===== config.mk =====
export PLATFORM = sky130hd
export DESIGN_NAME = soft_rst_ctrl
export DESIGN_NICKNAME = d
export VERILOG_FILES = /design/src/rtl/soft_rst_pkg.sv /design/src/rtl/soft_rst_ctrl.sv
export SDC_FILE = /design/constraint.sdc
export NUM_CORES = 1
export LEC_CHECK = 0
export ABC_AREA = 1
export CAP_MARGIN = 20
export CORE_AREA = 2 2 44 62
export DETAILED_ROUTE_END_ITERATION = 10
export DIE_AREA = 0 0 46 64
export RECOVER_POWER = 25
export REMOVE_ABC_BUFFERS = 1
export SLEW_MARGIN = 30
export SYNTH_ARGS = -nofsm -noshare
export SYNTH_HDL_FRONTEND = slang
export SYNTH_SLANG_ARGS = --single-unit

===== constraint.sdc =====
create_clock -name clk_i -period 2.07 [get_ports clk_i]
set_input_delay 0.621 -clock clk_i [delete_from_list [all_inputs] [get_ports clk_i]]
set_output_delay 0.621 -clock clk_i [all_outputs]
set_load 0.01 [all_outputs]

===== src/rtl/soft_rst_pkg.sv =====
// Shared types and default timing for the soft-reset sequencer.
package soft_rst_pkg;

  typedef enum logic [2:0] {
    IDLE    = 3'd0,
    DRAIN   = 3'd1,
    ASSERT  = 3'd2,
    RELEASE = 3'd3,
    DONE    = 3'd4
  } state_e;

  typedef enum logic [1:0] {
    CAUSE_NONE  = 2'b00,
    CAUSE_SW    = 2'b01,
    CAUSE_WDT   = 2'b10,
    CAUSE_SW_TO = 2'b11
  } cause_e;

  localparam int unsigned HOLD_CYCLES_DEF    = 16;
  localparam int unsigned RELEASE_CYCLES_DEF = 4;
  localparam int unsigned DRAIN_TIMEOUT_DEF  = 1024;

  function automatic int unsigned max3(input int unsigned a, input int unsigned b,
                                       input int unsigned c);
    int unsigned m;
    m = (a > b) ? a : b;
    return (m > c) ? m : c;
  endfunction

endpackage


===== src/rtl/soft_rst_ctrl.sv =====
// Soft-reset sequencer: drain bus traffic, hold rst_soft_o low, wait out the
// release synchroniser, then pulse done_o. Lives in the always-on domain.
module soft_rst_ctrl
  import soft_rst_pkg::*;
#(
  parameter int unsigned HOLD_CYCLES    = HOLD_CYCLES_DEF,
  parameter int unsigned RELEASE_CYCLES = RELEASE_CYCLES_DEF,
  parameter int unsigned DRAIN_TIMEOUT  = DRAIN_TIMEOUT_DEF
) (
  input  logic       clk_i,
  input  logic       rst_ni,
  input  logic       sw_req_i,
  input  logic       wdt_req_i,
  input  logic       bus_idle_i,
  output logic       halt_req_o,
  output logic       rst_soft_o,
  output logic       busy_o,
  output logic       done_o,
  output logic [1:0] cause_o
);

  localparam int unsigned CNT_W =
    $clog2(max3(HOLD_CYCLES, RELEASE_CYCLES, DRAIN_TIMEOUT) + 1);

  localparam logic [CNT_W-1:0] DRAIN_LAST = CNT_W'(DRAIN_TIMEOUT - 1);
  localparam logic [CNT_W-1:0] HOLD_LAST  = CNT_W'(HOLD_CYCLES - 1);
  localparam logic [CNT_W-1:0] REL_LAST   = CNT_W'(RELEASE_CYCLES - 1);

  state_e           state_q, state_d;
  cause_e           cause_q, cause_d;
  logic [CNT_W-1:0] cnt_q, cnt_d;
  logic             halt_q, halt_d;
  logic             rst_soft_q, rst_soft_d;
  logic             busy_q, busy_d;
  logic             done_q, done_d;

  always_comb begin
    state_d = state_q;
    cause_d = cause_q;
    case (state_q)
      IDLE: begin
        if (wdt_req_i) begin
          state_d = ASSERT;
          cause_d = CAUSE_WDT;
        end else if (sw_req_i) begin
          state_d = DRAIN;
          cause_d = CAUSE_SW;
        end
      end
      DRAIN: begin
        // Watchdog overrides both the idle handshake and the timeout.
        if (wdt_req_i) begin
          state_d = ASSERT;
          cause_d = CAUSE_WDT;
        end else if (bus_idle_i) begin
          state_d = ASSERT;
        end else if (cnt_q == DRAIN_LAST) begin
          state_d = ASSERT;
          cause_d = CAUSE_SW_TO;
        end
      end
      ASSERT:  if (cnt_q == HOLD_LAST) state_d = RELEASE;
      RELEASE: if (cnt_q == REL_LAST)  state_d = DONE;
      DONE:    state_d = IDLE;
      default: state_d = IDLE;
    endcase

    cnt_d = (state_d != state_q || state_q == IDLE) ? '0 : cnt_q + 1'b1;

    // Outputs decode the next state so every output leaves a flop directly.
    busy_d     = (state_d inside {DRAIN, ASSERT, RELEASE});
    halt_d     = (state_d inside {DRAIN, ASSERT, RELEASE});
    rst_soft_d = (state_d != ASSERT);
    done_d     = (state_d == DONE);
  end

  always_ff @(posedge clk_i or negedge rst_ni) begin
    if (!rst_ni) begin
      state_q    <= IDLE;
      cause_q    <= CAUSE_NONE;
      cnt_q      <= '0;
      halt_q     <= 1'b0;
      rst_soft_q <= 1'b1;
      busy_q     <= 1'b0;
      done_q     <= 1'b0;
    end else begin
      state_q    <= state_d;
      cause_q    <= cause_d;
      cnt_q      <= cnt_d;
      halt_q     <= halt_d;
      rst_soft_q <= rst_soft_d;
      busy_q     <= busy_d;
      done_q     <= done_d;
    end
  end

  assign halt_req_o = halt_q;
  assign rst_soft_o = rst_soft_q;
  assign busy_o     = busy_q;
  assign done_o     = done_q;
  assign cause_o    = cause_q;

endmodule


# Word level (Yosys, flattened, before mapping)
# Index checks and enable logic that the tools add are counted.
# op_classes
add_sub_neg,1
eq_ne,15
n_mux,15
reduce_logical,5
# op_table
cell,count
3-bit two-way mux,7
"3-bit by 2-bit equality test with 1-bit output, second input constant",4
3-bit case mux with 4 select lines,1
"11-bit by 1-bit adder with 11-bit output, second input constant",1
"11-bit by 10-bit equality test with 1-bit output, second input constant",1
"11-bit by 2-bit equality test with 1-bit output, second input constant",1
"11-bit by 4-bit equality test with 1-bit output, second input constant",1
11-bit two-way mux,1
2-bit two-way mux,5
"3-bit != test, second input constant",3
"3-bit by 1-bit equality test with 1-bit output, second input constant",2
2-bit case mux with 2 select lines,1
4-bit AND reduction,1
"3-bit equality test, second input constant",1
3-bit logical NOT,1
"3-bit by 2-bit != test with 1-bit output, second input constant",1
3-bit != test,1
3-bit nonzero test,1
2-bit nonzero test,1
1-bit logical OR,1
# word_totals
ff_bits,19
inputBits,5
word_cells,42

# Logic depth before layout (Yosys ltp)
# logic_depth
word_depth,8
mapped_depth,10

# Worst setup path after synthesis
# Ideal clock, no wire load.
# synth_path
path_type,register to register
startpoint,register cnt_q[0]
endpoint,register cnt_q[2]
arrival_time_ns,1.367
required_ns,1.949
path_slack_ns,0.583
path_stages_with_launch,9
path_buffers,1
period_less_slack_ns,1.487
path_cell_list,dfrtp_1 ha_1 nand3_1 nor2_1 a21oi_2 nand4_1 nand2_1 buf_6 nor2_2
# synth_between
elab_chain_cells,8
word_cells_on_any_way,13
# synth_lines
item,line_no,source
from (decl),soft_rst_ctrl.sv:31,"logic [CNT_W-1:0] cnt_q, cnt_d;"
from (signal assigned),soft_rst_ctrl.sv:89,cnt_q <= cnt_d;
11-bit by 10-bit equality test with 1-bit output,soft_rst_ctrl.sv:57,end else if (cnt_q == DRAIN_LAST) begin
3-bit two-way mux,soft_rst_ctrl.sv:57,
3-bit two-way mux,soft_rst_ctrl.sv:55,end else if (bus_idle_i) begin
3-bit two-way mux,soft_rst_ctrl.sv:52,if (wdt_req_i) begin
3-bit case mux with 4 select lines,soft_rst_ctrl.sv:40,case (state_q)
3-bit != test,soft_rst_ctrl.sv:68,cnt_d = (state_d != state_q || state_q == IDLE) ? '0 : cnt_q + 1'b1;
1-bit logical OR,soft_rst_ctrl.sv:68,
11-bit two-way mux (*),soft_rst_ctrl.sv:68,
named net cnt_d[2],soft_rst_ctrl.sv:31,
# The timed path passes the listed nets; every way through them passes the cells marked *.
# A chain may end at the register's enable or synchronous reset.

# Final worst setup path
# layout_path
startpoint,register rst_soft_q (netlist: rst_soft_o)
endpoint,output rst_soft_o
# layout_rtl
item,line_no,source
from (decl),soft_rst_ctrl.sv:33,"logic rst_soft_q, rst_soft_d;"
from (signal assigned),soft_rst_ctrl.sv:91,rst_soft_q <= rst_soft_d;
to (decl),soft_rst_ctrl.sv:16,"output logic rst_soft_o,"
# No word-level cell between the ends.

==> results.md <==
- Port buffering added 10 buffers.
- Clock latency on the worst-skew pair, taken at its later pin, is between 0.2 and 0.3 ns.
- Setup violations remaining at the end of the flow were counted as 0.
- The ratio of final minimum period to clock period is 0.943.
- The max-slew violation count was 0.
- CTS built an H-tree with a depth of 1.
- The netlist area before placement is a little over 0.001 mm2.
- Summed over all layers, the routed wires come to around 1800 um.
- For this design the ratio of total power to cell area is approximately 1100 mW/mm2.
- The highest routed metal layer is met4.
- Summed over all layers, the global routing overflow is 0.
- The total CTS buffers is 3.
- STA puts the critical path data arrival time at approximately 1.3 ns.
- Max-cap violations in this run came to 0.
- The clock period minus worst slack is approximately 2 ns.
- The internal portion of the total power is 0.809 mW.
- The async set-reset flop share out of synthesis is 1.00.
- The site row count is 21.
- The remaining max-slew budget at the tightest pin is 0.353.
- The fraction of layout instances using a drive strength above 1 is 0.191.
- The flow ran to the end, and the final reports show no timing, DRC or antenna violations.
- Setup repair after global routing left no endpoint under its margin.
- At the worst endpoint, the required time is about 1.5 ns.
- The start point of the worst min-delay path is cnt_q[0].
- Across all layers, the routed design uses ~800 vias.
- Wire segments on met2 add up to slightly below 1000 um in the final route.
- Counting flops and latches in the post-synthesis netlist gives 19.
- The min-delay analysis places its worst path in the category reg -> reg.
- The worst register-to-register path ends at cnt_q[10].
- Counting the fill cells in the layout gives between 200 and 250.
- Entering global routing, the biggest net connects 20 pins.
- The number of cells on the worst hold path is 1.
- Relative to the synthesized area, the layout overhead comes to 16.2%.
- The core region is between 0.002 and 0.0025 mm2.
- In this design, the stage delay of the slowest critical-path cell is 0.53 ns.
- Of the total power, the clock network draws 0.138.
- The post-route DRC violation count is 0.
- The post-route antenna net violation count is 0.
- The actual slew at the worst max-slew pin is roughly 0.97 ns.
- The critical path goes through clkdlybuf4s50_1.
- The synthesized instance count is around 130.
- On the final layout, the worst hold slack is roughly 0.47 ns.
- The die covers approximately 0.0029 mm2.
- Using the TritonRoute via totals, the vias-per-cell ratio works out to between 5 and 6.
- The number of unique standard cell types used by synthesis is 22.
- The final design instance area without fill is roughly 0.0012 mm2.
- CTS saw 19 sinks.
- The switching portion of total power is 0.377.
- The proportion of netlist area held by the largest area contributor is 0.435.
- The highest clock rate is just over 0.5 GHz.
- The first global-routing pass estimated between 3000 and 4000 um of wire.
- After clock tree synthesis, the clock-pin slew on the worst setup and hold paths is around 0.10 ns.
- The part of the power in registers is 0.402.
- At the end of routability-driven placement, the weighted congestion stood at 0.830.
- Measured along the x axis, the die boundary spans about 46 um.
- The first detailed-routing pass ran for 4 iterations.
- The cell type of the slowest stage on the worst timing path is dfstp_2.
- The number of diodes added for antenna fixing is 0.
- On the critical path the largest part of the delay comes from flip-flops.
- The via count of the first global-routing pass was between 700 and 800.
- For flop-to-flop paths, the worst setup slack is 0.41 ns.
- The number of gates resized after CTS is 0.
- For this block, wires on met1 add up to roughly 770 um.
- The aggregate negative setup slack is 0 ns.
- The clock passes through at most 2 buffers.
- The number of antenna violations at the first check in global routing is 0.
- By area the synthesized netlist is led by dfrtp_1 43%, nand2_1 10%, nor2_2 7.9%.
- During I/O placement, the number of pins put on the boundary was 11.
- The dominant register cell in the synthesized netlist is dfrtp_1.
- The worst register-to-register path begins at cnt_q[0].
- The worst setup skew after layout is approximately 0.005 ns.
- The cell area reported after detailed placement is around 0.0012 mm2.
- The worst vdd rail ir drop is 585 uV.
- By startpoint and endpoint, the worst setup path is classified as reg -> out.
- In the synthesized netlist, the cells that appear most often are 28 x nand2_1, 18 x dfrtp_1, 14 x inv_1.
- The post-layout total power is around 1.3 mW.
- The net switching power is 0.490 mW.
- In the global route stage, overall resource usage came out at 0.151.
- The synthesized design spends more area on one cell type than any other, namely dfrtp_1.
- The most frequent cell after synthesis is nand2_1.
- In this run, synthesis inferred 0 flip-flops with an integrated enable.
- The share of total power dissipated in combinational logic is 0.460.
- The sort of element at the start of the critical path is a flop.
- The final cell utilization of the core is 0.509.
- At the end of the flow, the number of nets in the layout was 148.
- The detailed router finished its first iteration with 17 violations.
- The static leakage is 0.584 nW.
- The routed design uses a little over 50 um of met3 wire.
- Clock tree synthesis selected as its root buffer the cell clkbuf_4.
- The final count of hold timing violations came to 0.
- Along the worst path, the maximum fanout reaches 1.
- In the final routed layout, each cell accounts on average for between 10 and 15 um.
- The sequential share of the synthesized area is 0.460.
- For this run, the number of Yosys warnings is 0.
- The number of buffers and inverters on the critical path is 1.
- The worst setup path is captured at an output port.
- The average cell area after synthesis is ~8.2 um2.
- For this configuration, the core starts out at a cell density of 0.438.
- Summed over all nets, the half-perimeter wirelength after detailed placement is about 1400 um.
- The worst hold path terminates at cnt_q[0].
- The worst register-to-register path has a depth of 9.
- Buffers added to address setup during post-CTS repair amount to 0.
- In this run the vertical extent of the chip is between 60 and 70 um.
- TritonCTS built the clock tree.
- The cts-stage hold buffer count is 0.
==> power groups by stage <==
stage,clock network [mW],registers [mW],logic (mW)
2_1_floorplan,0,0.546,0.333
3_3_place_gp,0,0.528,0.601
3_5_place_dp,0,0.532,0.608
4_1_cts,0.190,0.524,0.613
5_1_grt,0.208,0.536,0.677
6_report,0.180,0.522,0.597
==> worst max-delay path by stage <==
stage	from	slack (ns)	end	cells after the start
final	rst_soft_o	0.12	rst_soft_o	1
after floorplan	cnt_q[0]	0.41	cnt_q[10]	7
after CTS	rst_soft_o	0.10	rst_soft_o	1
after global routing	rst_soft_o	0.07	rst_soft_o	1
after detailed placement	wdt_req_i	0.03	cnt_q[10]	10
after global placement	wdt_req_i	0.07	cnt_q[5]	10
==> layer usage <==
layer  track usage  up-vias
li1              -      417
met1         0.175      392
met2         0.269       12
met3        0.0169        2
met4        0.0536        0
met5             0        -
==> cell type report <==
class	instances	area, um2	area share
Clock buffer	4	26.3	0.0218
Multi-Input combinational cell	89	480	0.399
Tap cell	23	28.8	0.0239
Sequential cell	19	477	0.396
Timing Repair Buffer	13	131	0.109
Inverter	16	60.1	0.0499
==> kinds of logic (layout without fill, tap and decap cells) <==
logic type,Yosys count,count (layout),synth area share
AND/OR/NAND/NOR,75,75,0.356
flip-flops,19,19,0.460
buffers and inverters,18,33,0.0761
XOR/XNOR,8,8,0.0676
AO/OA/AOI/OAI,5,5,0.0278
adder cells (fa/ha/maj),1,1,0.0121
==> sequential cells by signal, summed over array words and instances, names as in the netlist <==
signal,cells
done_o,1
cnt_q,11
rst_soft_o,1
busy_o,1
cause_o,2
state_q,3
==> layout by cell type (no fill, tap or decap) <==
master	synthesis	layout
a21oi_1	2	2
a21oi_2	1	1
and2_1	1	1
buf_12	0	1
buf_4	1	1
clkbuf_1	0	2
clkbuf_4	0	3
clkdlybuf4s50_1	0	9
dfrtp_1	18	18
dfstp_2	1	1
dlygate4sd3_1	0	1
ha_1	1	1
inv_1	14	14
inv_2	2	2
nand2_1	28	28
nand2_2	1	1
nand3_1	12	12
nand3_2	2	2
nand4_1	2	2
nor2_1	13	13
nor2_2	13	13
nor2_4	2	2
o21ai_0	2	2
or2_1	1	1
xnor2_1	1	1
xor2_1	7	7
==> metrics by stage <==
step / setup slack, ns / instances
finish: 0.119 / 164
global route: 0.0692 / 164
CTS: 0.104 / 164
detailed placement: 0.0289 / 160
global placement: 0.0746 / 160
floorplan: 0.406 / 124
Note: power is estimated with default switching activity, not from simulation.
